File: src/rtl/systolic_ctrl.sv
// Sequencer for a DIM x DIM systolic multiply: operand fetch, skewed feed, drain, result readout.
// Optional sticky accumulator overflow flag is built when SYSTOLIC_OVF_DETECT_EN is defined.
module systolic_ctrl #(
    parameter int DIM        = 4,
    parameter int DATA_WIDTH = 32
) (
    input  logic                           clk_i,
    input  logic                           rst_i,
    input  logic                           start_i,
    input  logic                           abort_i,
    output logic                           a_rd_en_o,
    output logic                           b_rd_en_o,
    output logic [$clog2(DIM)-1:0]         a_rd_addr_o,
    output logic [$clog2(DIM)-1:0]         b_rd_addr_o,
    input  logic [DIM*DATA_WIDTH-1:0]      a_rd_data_i,
    input  logic [DIM*DATA_WIDTH-1:0]      b_rd_data_i,
    output logic [DIM*DATA_WIDTH-1:0]      left_o,
    output logic [DIM*DATA_WIDTH-1:0]      up_o,
    output logic                           array_clr_o,
    input  logic [DIM*DIM-1:0]             carry_i,
    output logic                           res_valid_o,
    output logic [$clog2(DIM)-1:0]         res_sel_o,
    output logic                           busy_o,
    output logic                           done_o,
    output logic                           overflow_o
);
    localparam int AW = $clog2(DIM);
    localparam int CW = $clog2(2 * DIM);
    localparam logic [AW-1:0] K_LAST = AW'(DIM - 1);
    localparam logic [CW-1:0] C_LAST = CW'(2 * DIM - 1);

    typedef enum logic [2:0] {
        S_IDLE, S_CLEAR, S_FEED, S_DRAIN, S_READ, S_DONE
    } state_t;

    state_t          r_state;
    logic [AW-1:0]   r_k;
    logic [CW-1:0]   r_cnt;
    logic            r_rd_en;
    logic            r_ret;
    logic            r_clr;
    logic            r_res_valid;
    logic [AW-1:0]   r_res_sel;
    logic            r_done;
    logic            r_busy;
    logic            w_abort;
    logic            w_skew_zero;

    assign w_abort     = abort_i && (r_state != S_IDLE);
    assign w_skew_zero = rst_i || w_abort || (r_state == S_CLEAR);

    always_ff @(posedge clk_i) begin
        if (rst_i) begin
            r_state     <= S_IDLE;
            r_k         <= '0;
            r_cnt       <= '0;
            r_rd_en     <= 1'b0;
            r_ret       <= 1'b0;
            r_clr       <= 1'b0;
            r_res_valid <= 1'b0;
            r_res_sel   <= '0;
            r_done      <= 1'b0;
            r_busy      <= 1'b0;
        end else if (w_abort) begin
            r_state     <= S_IDLE;
            r_k         <= '0;
            r_cnt       <= '0;
            r_rd_en     <= 1'b0;
            r_ret       <= 1'b0;
            r_clr       <= 1'b0;
            r_res_valid <= 1'b0;
            r_res_sel   <= '0;
            r_done      <= 1'b0;
            r_busy      <= 1'b0;
        end else begin
            // Read data lands one cycle after the strobe.
            r_ret <= r_rd_en;
            unique case (r_state)
                S_IDLE: begin
                    if (start_i) begin
                        r_state <= S_CLEAR;
                        r_clr   <= 1'b1;
                        r_busy  <= 1'b1;
                        r_k     <= '0;
                    end
                end
                S_CLEAR: begin
                    r_state <= S_FEED;
                    r_clr   <= 1'b0;
                    r_rd_en <= 1'b1;
                end
                S_FEED: begin
                    if (r_k == K_LAST) begin
                        r_state <= S_DRAIN;
                        r_rd_en <= 1'b0;
                        r_k     <= '0;
                        r_cnt   <= '0;
                    end else begin
                        r_k <= r_k + 1'b1;
                    end
                end
                S_DRAIN: begin
                    if (r_cnt == C_LAST) begin
                        r_state     <= S_READ;
                        r_res_valid <= 1'b1;
                        r_res_sel   <= '0;
                    end else begin
                        r_cnt <= r_cnt + 1'b1;
                    end
                end
                S_READ: begin
                    if (r_res_sel == K_LAST) begin
                        r_state     <= S_DONE;
                        r_res_valid <= 1'b0;
                        r_res_sel   <= '0;
                        r_done      <= 1'b1;
                    end else begin
                        r_res_sel <= r_res_sel + 1'b1;
                    end
                end
                S_DONE: begin
                    r_state <= S_IDLE;
                    r_done  <= 1'b0;
                    r_busy  <= 1'b0;
                end
                default: r_state <= S_IDLE;
            endcase
        end
    end

    // Lane gi is a delay line of depth gi+1 so row/column gi enters the array gi cycles late.
    for (genvar gi = 0; gi < DIM; gi++) begin : g_lane
        logic [DATA_WIDTH-1:0] r_a_line [0:gi];
        logic [DATA_WIDTH-1:0] r_b_line [0:gi];

        always_ff @(posedge clk_i) begin
            if (w_skew_zero) begin
                for (int s = 0; s <= gi; s++) begin
                    r_a_line[s] <= '0;
                    r_b_line[s] <= '0;
                end
            end else begin
                r_a_line[0] <= r_ret ? a_rd_data_i[gi*DATA_WIDTH +: DATA_WIDTH] : '0;
                r_b_line[0] <= r_ret ? b_rd_data_i[gi*DATA_WIDTH +: DATA_WIDTH] : '0;
                for (int s = 1; s <= gi; s++) begin
                    r_a_line[s] <= r_a_line[s-1];
                    r_b_line[s] <= r_b_line[s-1];
                end
            end
        end

        assign left_o[gi*DATA_WIDTH +: DATA_WIDTH] = r_a_line[gi];
        assign up_o[gi*DATA_WIDTH +: DATA_WIDTH]   = r_b_line[gi];
    end

`ifdef SYSTOLIC_OVF_DETECT_EN
    logic r_ovf;

    always_ff @(posedge clk_i) begin
        if (rst_i || r_state == S_CLEAR) begin
            r_ovf <= 1'b0;
        end else if ((r_state == S_FEED || r_state == S_DRAIN || r_state == S_READ) && (|carry_i)) begin
            r_ovf <= 1'b1;
        end
    end

    assign overflow_o = r_ovf;
`else
    logic w_unused_carry;
    assign w_unused_carry = ^carry_i;
    assign overflow_o     = 1'b0;
`endif

    assign a_rd_en_o   = r_rd_en;
    assign b_rd_en_o   = r_rd_en;
    assign a_rd_addr_o = r_k;
    assign b_rd_addr_o = r_k;
    // Clear is forced combinationally so the array is held cleared for every cycle reset is high.
    assign array_clr_o = r_clr || rst_i;
    assign res_valid_o = r_res_valid;
    assign res_sel_o   = r_res_sel;
    assign busy_o      = r_busy;
    assign done_o      = r_done;

endmodule

File: config.mk
export PLATFORM = sky130hd
export DESIGN_NAME = systolic_ctrl
export DESIGN_NICKNAME = d
export VERILOG_FILES = /design/src/rtl/systolic_ctrl.sv
export SDC_FILE = /design/constraint.sdc
export NUM_CORES = 1
export LEC_CHECK = 0
export ABC_CLOCK_PERIOD_IN_PS = 3200
export BUFFER_PORTS_ARGS = -buffer_cell sky130_fd_sc_hd__buf_4
export CAP_MARGIN = 10
export CORE_MARGIN = 2
export CORE_UTILIZATION = 30
export CTS_CLUSTER_SIZE = 24
export DETAILED_ROUTE_END_ITERATION = 10
export PLACE_DENSITY = 0.48
export SYNTH_ARGS = -nofsm -noshare
export SYNTH_HDL_FRONTEND = slang
export SYNTH_SLANG_ARGS = --single-unit
File: constraint.sdc
create_clock -name clk_i -period 3.2 [get_ports clk_i]
set_input_delay 0.16 -clock clk_i [delete_from_list [all_inputs] [get_ports clk_i]]
set_output_delay 0.16 -clock clk_i [all_outputs]
set_load 0.05 [all_outputs]
==> results.txt, run 1 <==
run status: finished clean
top-level port count: 545
global route total overflow: 0
Startpoint Class: flop
setup_tns: 0 ns
Port Buffer Count: 527
share of layout cells above drive strength 1: 28.50%
DRT iter0 DRCs: 484
pin count of the biggest net entering global routing: 120
CP Data Arrival Time: 2.90 ns
placed cells: 2752
fin crit period: 2.368 ns
post-route ant nets: 0
placer's final routability congestion estimate: 0.7616
setup slack, reg-to-reg: 0.83 ns
max-slew violation count: 0
first-pass GRT wire length: 69370 um
placed wire-length estimate: 28940 um
CTS Sinks: 656
FF-to-FF End: g_lane[1].r_b_line[0][16]
Max-cap violations: 0
area delta synth->final: 45.69%
number of hold buffers added after cts: 261
Final Hold Slack: 0.3402 ns
Avg Inst Size Synth: 11.90 um2
Cell Count, Final, Fillers Out: 3139
Max clock buf depth: 3
Num CTS Buffers: 71
Worst Setup End Kind: flop
cells along the critical path: nor2_1 -> a211oi_4 -> buf_12 -> buf_4 -> and3_1
Routed WL: 44800 um
reg2reg start: r_state[2]
Setup WS pre-CTS: 0.8574 ns
Initial Util: 30.29%
CTS tree: built
filler instances: 5864
Die H: 256.2 um
DIE WIDTH: 256.2 um
number of endpoints failing setup at the final stage: 0
initial antenna violation count: 3
max incr delay on CP: 0.66 ns
Synth Instances: 1603
Routed wire per std cell: 14.27 um
min-delay src: a_rd_data_i[71]
vias per cell: 3.968
DRC Markers: 0
synth warn: 0
CP Class: reg2reg
Clock Latency Late Sink: 0.59 ns
syn nets: 1883
worst endpoint required time: 3.73 ns
FF+latch count, synth: 656
Final Hold Fails: 0
synth unique cells: 32
RSZ-0062 raised after global routing: no
Rows: 92
Worst Slack Setup Final: 0.8323 ns
number of global-route vias before repair: 12660
CTS clk-pin slew, worst paths: 0.06 ns
Pwr per Cell Area: 625.4 mW/mm2
R2R cell count: 5
Fmax: 422.4 MHz
area of the core: 0.06297 mm2
Total GRT Usage: 13.33%
Total Power: 17.38 mW
First-pass DRT Iterations: 4
sequential-to-total area share from yosys stat: 68.85%
via count: 12460
full die area: 0.06562 mm2
Hold Crit Depth: 3
Max rail drop VDD: 368.1 uV
slew margin rel.: 56.60%
period utilization: 73.99%
clk root buf: clkbuf_16
clock skew: 0.02480 ns
Slew @ Worst Pin: 0.6422 ns
post-synthesis cell area: 0.01907 mm2
Hold EP: g_lane[2].r_a_line[0][7]
H-tree levels: 3
post-cts resize count: 0
NumNets Final: 2520
postcts setup bufs: 0
type of the tightest min-delay check: in2reg
Max stage delay cell, worst path: dfxtp_1
P_leak: 13.17 nW
crit-path max FO: 75
## metrics by stage
stage	area [um2]	utilization, %
CTS	27780	44.13
global placement	22780	36.18
finish	27790	44.13
global route	27790	44.13
floorplan	19070	-
detailed placement	22780	36.18
## cell usage in the layout, fill, tap and decap left out, types with 2 or more instances in the layout
master / instances
a211oi_1: 4
a21oi_1: 11
and2_1: 387
and3_1: 256
buf_12: 7
buf_4: 532
bufinv_16: 5
clkbuf_1: 15
clkbuf_16: 73
clkbuf_8: 15
clkinv_2: 7
clkinv_8: 3
clkinvlp_4: 3
dfxtp_1: 655
diode_2: 2
dlygate4sd3_1: 261
ha_1: 4
inv_1: 2
nand2_1: 3
nand2b_1: 3
nand3_1: 3
nand3b_1: 2
nor2_1: 10
nor2b_1: 2
nor3_1: 3
nor4_1: 3
o21ai_0: 2
o31ai_1: 5
or2_2: 2
## sequential cells by signal, summed over array words and instances (netlist names)
register / count
done_o: 1
r_state: 3
res_sel_o: 2
r_clr: 1
r_cnt: 3
a_rd_addr_o: 2
busy_o: 1
a_rd_en_o: 1
g_lane.r_b_line: 320
g_lane.r_a_line: 320
res_valid_o: 1
r_ret: 1
## area by class of cell
class	instances	area [um2]	area share, %
multi-input combinational	709	4442	15.98
antenna	2	5.005	0.01801
clock inverter	21	304.0	1.094
clock buffer	103	2090	7.519
inverter	2	7.507	0.02701
timing repair buffer	800	6746	24.28
sequential	656	13140	47.27
tap	846	1059	3.809
## cells by family (layout without fill, tap and decap cells)
| family | count (synthesis) | count (layout) | synth area share (%) |
|---|---|---|---|
| and+or+nand+nor | 677 | 677 | 22.05 |
| buffers and inverters | 238 | 926 | 7.904 |
| DFF | 656 | 656 | 68.85 |
| other | 1 | 3 | 0.01966 |
| adders and majority gates | 4 | 4 | 0.2624 |
| AOI/OAI and AO/OA | 27 | 27 | 0.9184 |
## worst max path at each step
stage	startpoint	slack, ns	to
final	r_state[2]	0.83	g_lane[1].r_b_line[0][16]
after global routing	r_state[1]	0.60	g_lane[2].r_a_line[0][16]
after CTS	r_state[2]	0.83	g_lane[2].r_a_line[0][15]
after detailed placement	r_state[2]	0.86	g_lane[2].r_a_line[0][15]
after global placement	r_state[2]	0.95	g_lane[2].r_a_line[0][11]
after floorplan	r_cnt[0]	1.73	r_cnt[0]
## synth_stat cells, drive strengths merged
| master | number | share of area, % |
|---|---|---|
| clkbuf | 75 | 1.7 |
| a31oi | 1 | 0.033 |
| nor3 | 3 | 0.079 |
| nor4bb | 1 | 0.052 |
| nand3 | 3 | 0.079 |
| inv | 2 | 0.039 |
| a22oi | 1 | 0.039 |
| o21a | 1 | 0.039 |
| nand3b | 2 | 0.079 |
| nor3b | 1 | 0.039 |
| nor4 | 3 | 0.098 |
| a21oi | 11 | 0.29 |
| and3 | 256 | 8.4 |
| nor2b | 2 | 0.066 |
| o21ai | 2 | 0.052 |
| o31ai | 5 | 0.20 |
| o2bb2ai | 1 | 0.046 |
| nand2 | 3 | 0.059 |
| buf | 161 | 6.2 |
| and2 | 387 | 13 |
| dfxtp | 656 | 69 |
| or3b | 1 | 0.046 |
| a211oi | 5 | 0.22 |
| conb | 1 | 0.020 |
| ha | 4 | 0.26 |
| nor2 | 10 | 0.20 |
| nand2b | 3 | 0.098 |
| or2 | 2 | 0.066 |
## where the power goes
part,switching (mW),internal [mW],leakage [nW]
Clock,3.24,4.96,1.16
Sequential,0.0309,8.23,5.29
Combinational,0.412,0.502,6.71
Total,3.68,13.7,13.2
## critical path, delay by kind of cell (launching register included)
kind                   cells  cell delay (ns)
AOI/OAI and AO/OA          1             0.39
buffers and inverters      2             0.79
DFF                        1             0.66
and+or+nand+nor            2             0.41
## per-layer routing
layer | global-route usage, % | routed length (um) | up-vias
li1 | - | - | 6251
met1 | 14.74 | 17990 | 5736
met2 | 23.16 | 21970 | 389
met3 | 4.615 | 3507 | 79
met4 | 5.718 | 1319 | 2
met5 | 0 | 16 | -
No activity file was read; power rests on OpenSTA's default activity.
==> run 2: changes to the inputs <==
--- a/config.mk
+++ b/config.mk
@@ -5,14 +5,14 @@
 export SDC_FILE = /design/constraint.sdc
 export NUM_CORES = 1
 export LEC_CHECK = 0
-export ABC_CLOCK_PERIOD_IN_PS = 3200
+export ABC_CLOCK_PERIOD_IN_PS = 2000
 export BUFFER_PORTS_ARGS = -buffer_cell sky130_fd_sc_hd__buf_4
 export CAP_MARGIN = 10
 export CORE_MARGIN = 2
 export CORE_UTILIZATION = 30
 export CTS_CLUSTER_SIZE = 24
 export DETAILED_ROUTE_END_ITERATION = 10
-export PLACE_DENSITY = 0.48
+export PLACE_DENSITY = 0.5
 export SYNTH_ARGS = -nofsm -noshare
 export SYNTH_HDL_FRONTEND = slang
 export SYNTH_SLANG_ARGS = --single-unit
==> constraint.sdc (replaced) <==
create_clock -name clk_i -period 2 [get_ports clk_i]
set_input_delay 0.1 -clock clk_i [delete_from_list [all_inputs] [get_ports clk_i]]
set_output_delay 0.1 -clock clk_i [all_outputs]
set_load 0.05 [all_outputs]
==> run 2 against run 1 <==
Compared with the run above:
- flip-flop and latch count stayed put
- global-route usage is 0.26 points higher
- clock skew is 0.0061 ns lower
- combinational power is 71% higher
- clock-buffer cell count is 5 lower
- largest cell class unchanged
- utilization is 0.34 points higher
- power is 61% higher
- fmax is 27% higher
- critical path type unchanged
- wire length is 1.9% higher
- highest routed layer unchanged
- sequential share of layout area is 0.37 points lower
- clock power is 61% higher
==> results.txt, run 2 (synthesis gave the netlist of run 1 again) <==
run status: finished clean
vias per cell: 3.963
H-tree levels: 3
Max rail drop VDD: 723.6 uV
global route total overflow: 0
full die area: 0.06562 mm2
max incr delay on CP: 0.68 ns
Die H: 256.2 um
Initial Util: 30.29%
net switching power: 5.985 mW
Slew @ Worst Pin: 0.6078 ns
period utilization: 93.25%
commonest non-fill, non-tap cell in the layout: dfxtp_1
CTS Sinks: 656
Port Buffer Count: 527
worst endpoint required time: 2.46 ns
filler instances: 5762
CP Class: reg2reg
Startpoint Class: flop
first-pass GRT wire length: 70120 um
switch share: 21.44%
Num CTS Buffers: 70
sequential share of power: 47.3%
via count: 12500
Clock Latency Late Sink: 0.59 ns
area of the core: 0.06297 mm2
Routed WL: 45670 um
Total GRT Usage: 13.59%
DRC Markers: 0
Final Hold Fails: 0
Met3 Wirelength: 3642 um
post-route ant nets: 0
pin count of the biggest net entering global routing: 99
Cell Count, Final, Fillers Out: 3155
share of layout cells above drive strength 1: 29.27%
Routed wire per std cell: 14.47 um
max-slew violation count: 0
fin area: 0.02801 mm2
CTS clk-pin slew, worst paths: 0.06 ns
top-level port count: 545
largest registers: g_lane.r_a_line (320), g_lane.r_b_line (320)
crit-path max FO: 16
P_leak: 13.29 nW
Total Power: 27.92 mW
setup_tns: 0 ns
highest-count cells in the layout ignoring fill and taps: dfxtp_1, buf_4, and2_1, dlygate4sd3_1, and3_1
Placed Area: 0.02299 mm2
NumNets Final: 2533
DIE WIDTH: 256.2 um
clock skew: 0.01873 ns
Pint: 21.93 mW
area delta synth->final: 46.82%
number of global-route vias before repair: 12620
postcts setup bufs: 0
Rows: 92
CP Data Arrival Time: 2.33 ns
met1 WL: 18120 um
met2 wire len: 22020 um
CTS tree: built
placer's final routability congestion estimate: 0.7962
Clock Power Share: 47.1%
initial antenna violation count: 5
Max clock buf depth: 3
cells along the critical path: nor2_1 -> a22oi_1 -> a211oi_1 -> dlygate4sd3_1
RSZ-0062 raised after global routing: no
Combinational Power Share: 5.6%
Pwr per Cell Area: 996.9 mW/mm2
Fmax: 536.2 MHz
clk root buf: clkbuf_16
placed cells: 2767
First-pass DRT Iterations: 4
slew margin rel.: 58.93%
placed wire-length estimate: 30470 um
Max stage delay cell, worst path: dfxtp_1
DRT iter0 DRCs: 430
top sig layer: met5
fin crit period: 1.865 ns
number of endpoints failing setup at the final stage: 0
Worst Setup End Kind: flop
Max-cap violations: 0
type of the tightest min-delay check: in2reg
run 2: cell type report:
| type | count | area (um2) | area share [%] |
|---|---|---|---|
| clock buffers | 98 | 2058 | 7.349 |
| well taps | 846 | 1059 | 3.780 |
| clock inverters | 27 | 346.6 | 1.238 |
| multi-input cells | 709 | 4442 | 15.86 |
| diodes | 3 | 7.507 | 0.02681 |
| flip-flops and latches | 656 | 13140 | 46.91 |
| inverters | 2 | 7.507 | 0.02681 |
| repair buffers | 814 | 6949 | 24.81 |
run 2: timing repair:
action / in CTS / in global routing
hold buffers: 260 / 0
resized for setup: 0 / 0
hold endpoints to repair: 263 / 0
run 2: worst max-delay path, delay by kind of cell, from the launching register on:
| kind | cells | cell delay, ns |
|---|---|---|
| buffers and inverters | 1 | 0.55 |
| and+or+nand+nor | 1 | 0.22 |
| AOI/OAI and AO/OA | 2 | 0.30 |
| DFF | 1 | 0.68 |
run 2: routing by layer:
metal	track usage, %	vias to the layer above
met3	5.308	95
met4	6.368	6
met1	14.74	5718
met5	0	-
li1	-	6279
met2	23.25	406
run 2: final timing paths:
kind         slack (ns)                        end  cells past startpoint                 startpoint
min                0.27  g_lane[0].r_a_line[0][25]                      3            a_rd_data_i[25]
min reg2reg        0.41  g_lane[2].r_b_line[0][43]                      1  g_lane[2].r_b_line[0][11]
max                0.13                     busy_o                      4                 r_state[0]
max reg2reg        0.13                     busy_o                      4                 r_state[0]
run 2: power by group through the flow:
stage	clock (mW)	sequential, mW	combinational [mW]
after floorplan	0	13.6	0.462
after global placement	0	13.5	1.12
after detailed placement	0	13.5	1.14
after CTS	13.6	13.2	1.57
after global routing	14.2	13.2	1.68
final	13.2	13.2	1.56
run 2: through the flow:
stage          worst slack, ns  utilization (%)  hold WS, ns
2_1_floorplan           0.5325                -       0.1728
3_3_place_gp            0.2316            36.51       0.3170
3_5_place_dp            0.2249            36.51       0.3167
4_1_cts                 0.1370            44.47       0.2179
5_1_grt                0.01528            44.47       0.2357
6_report                0.1349            44.48       0.2745
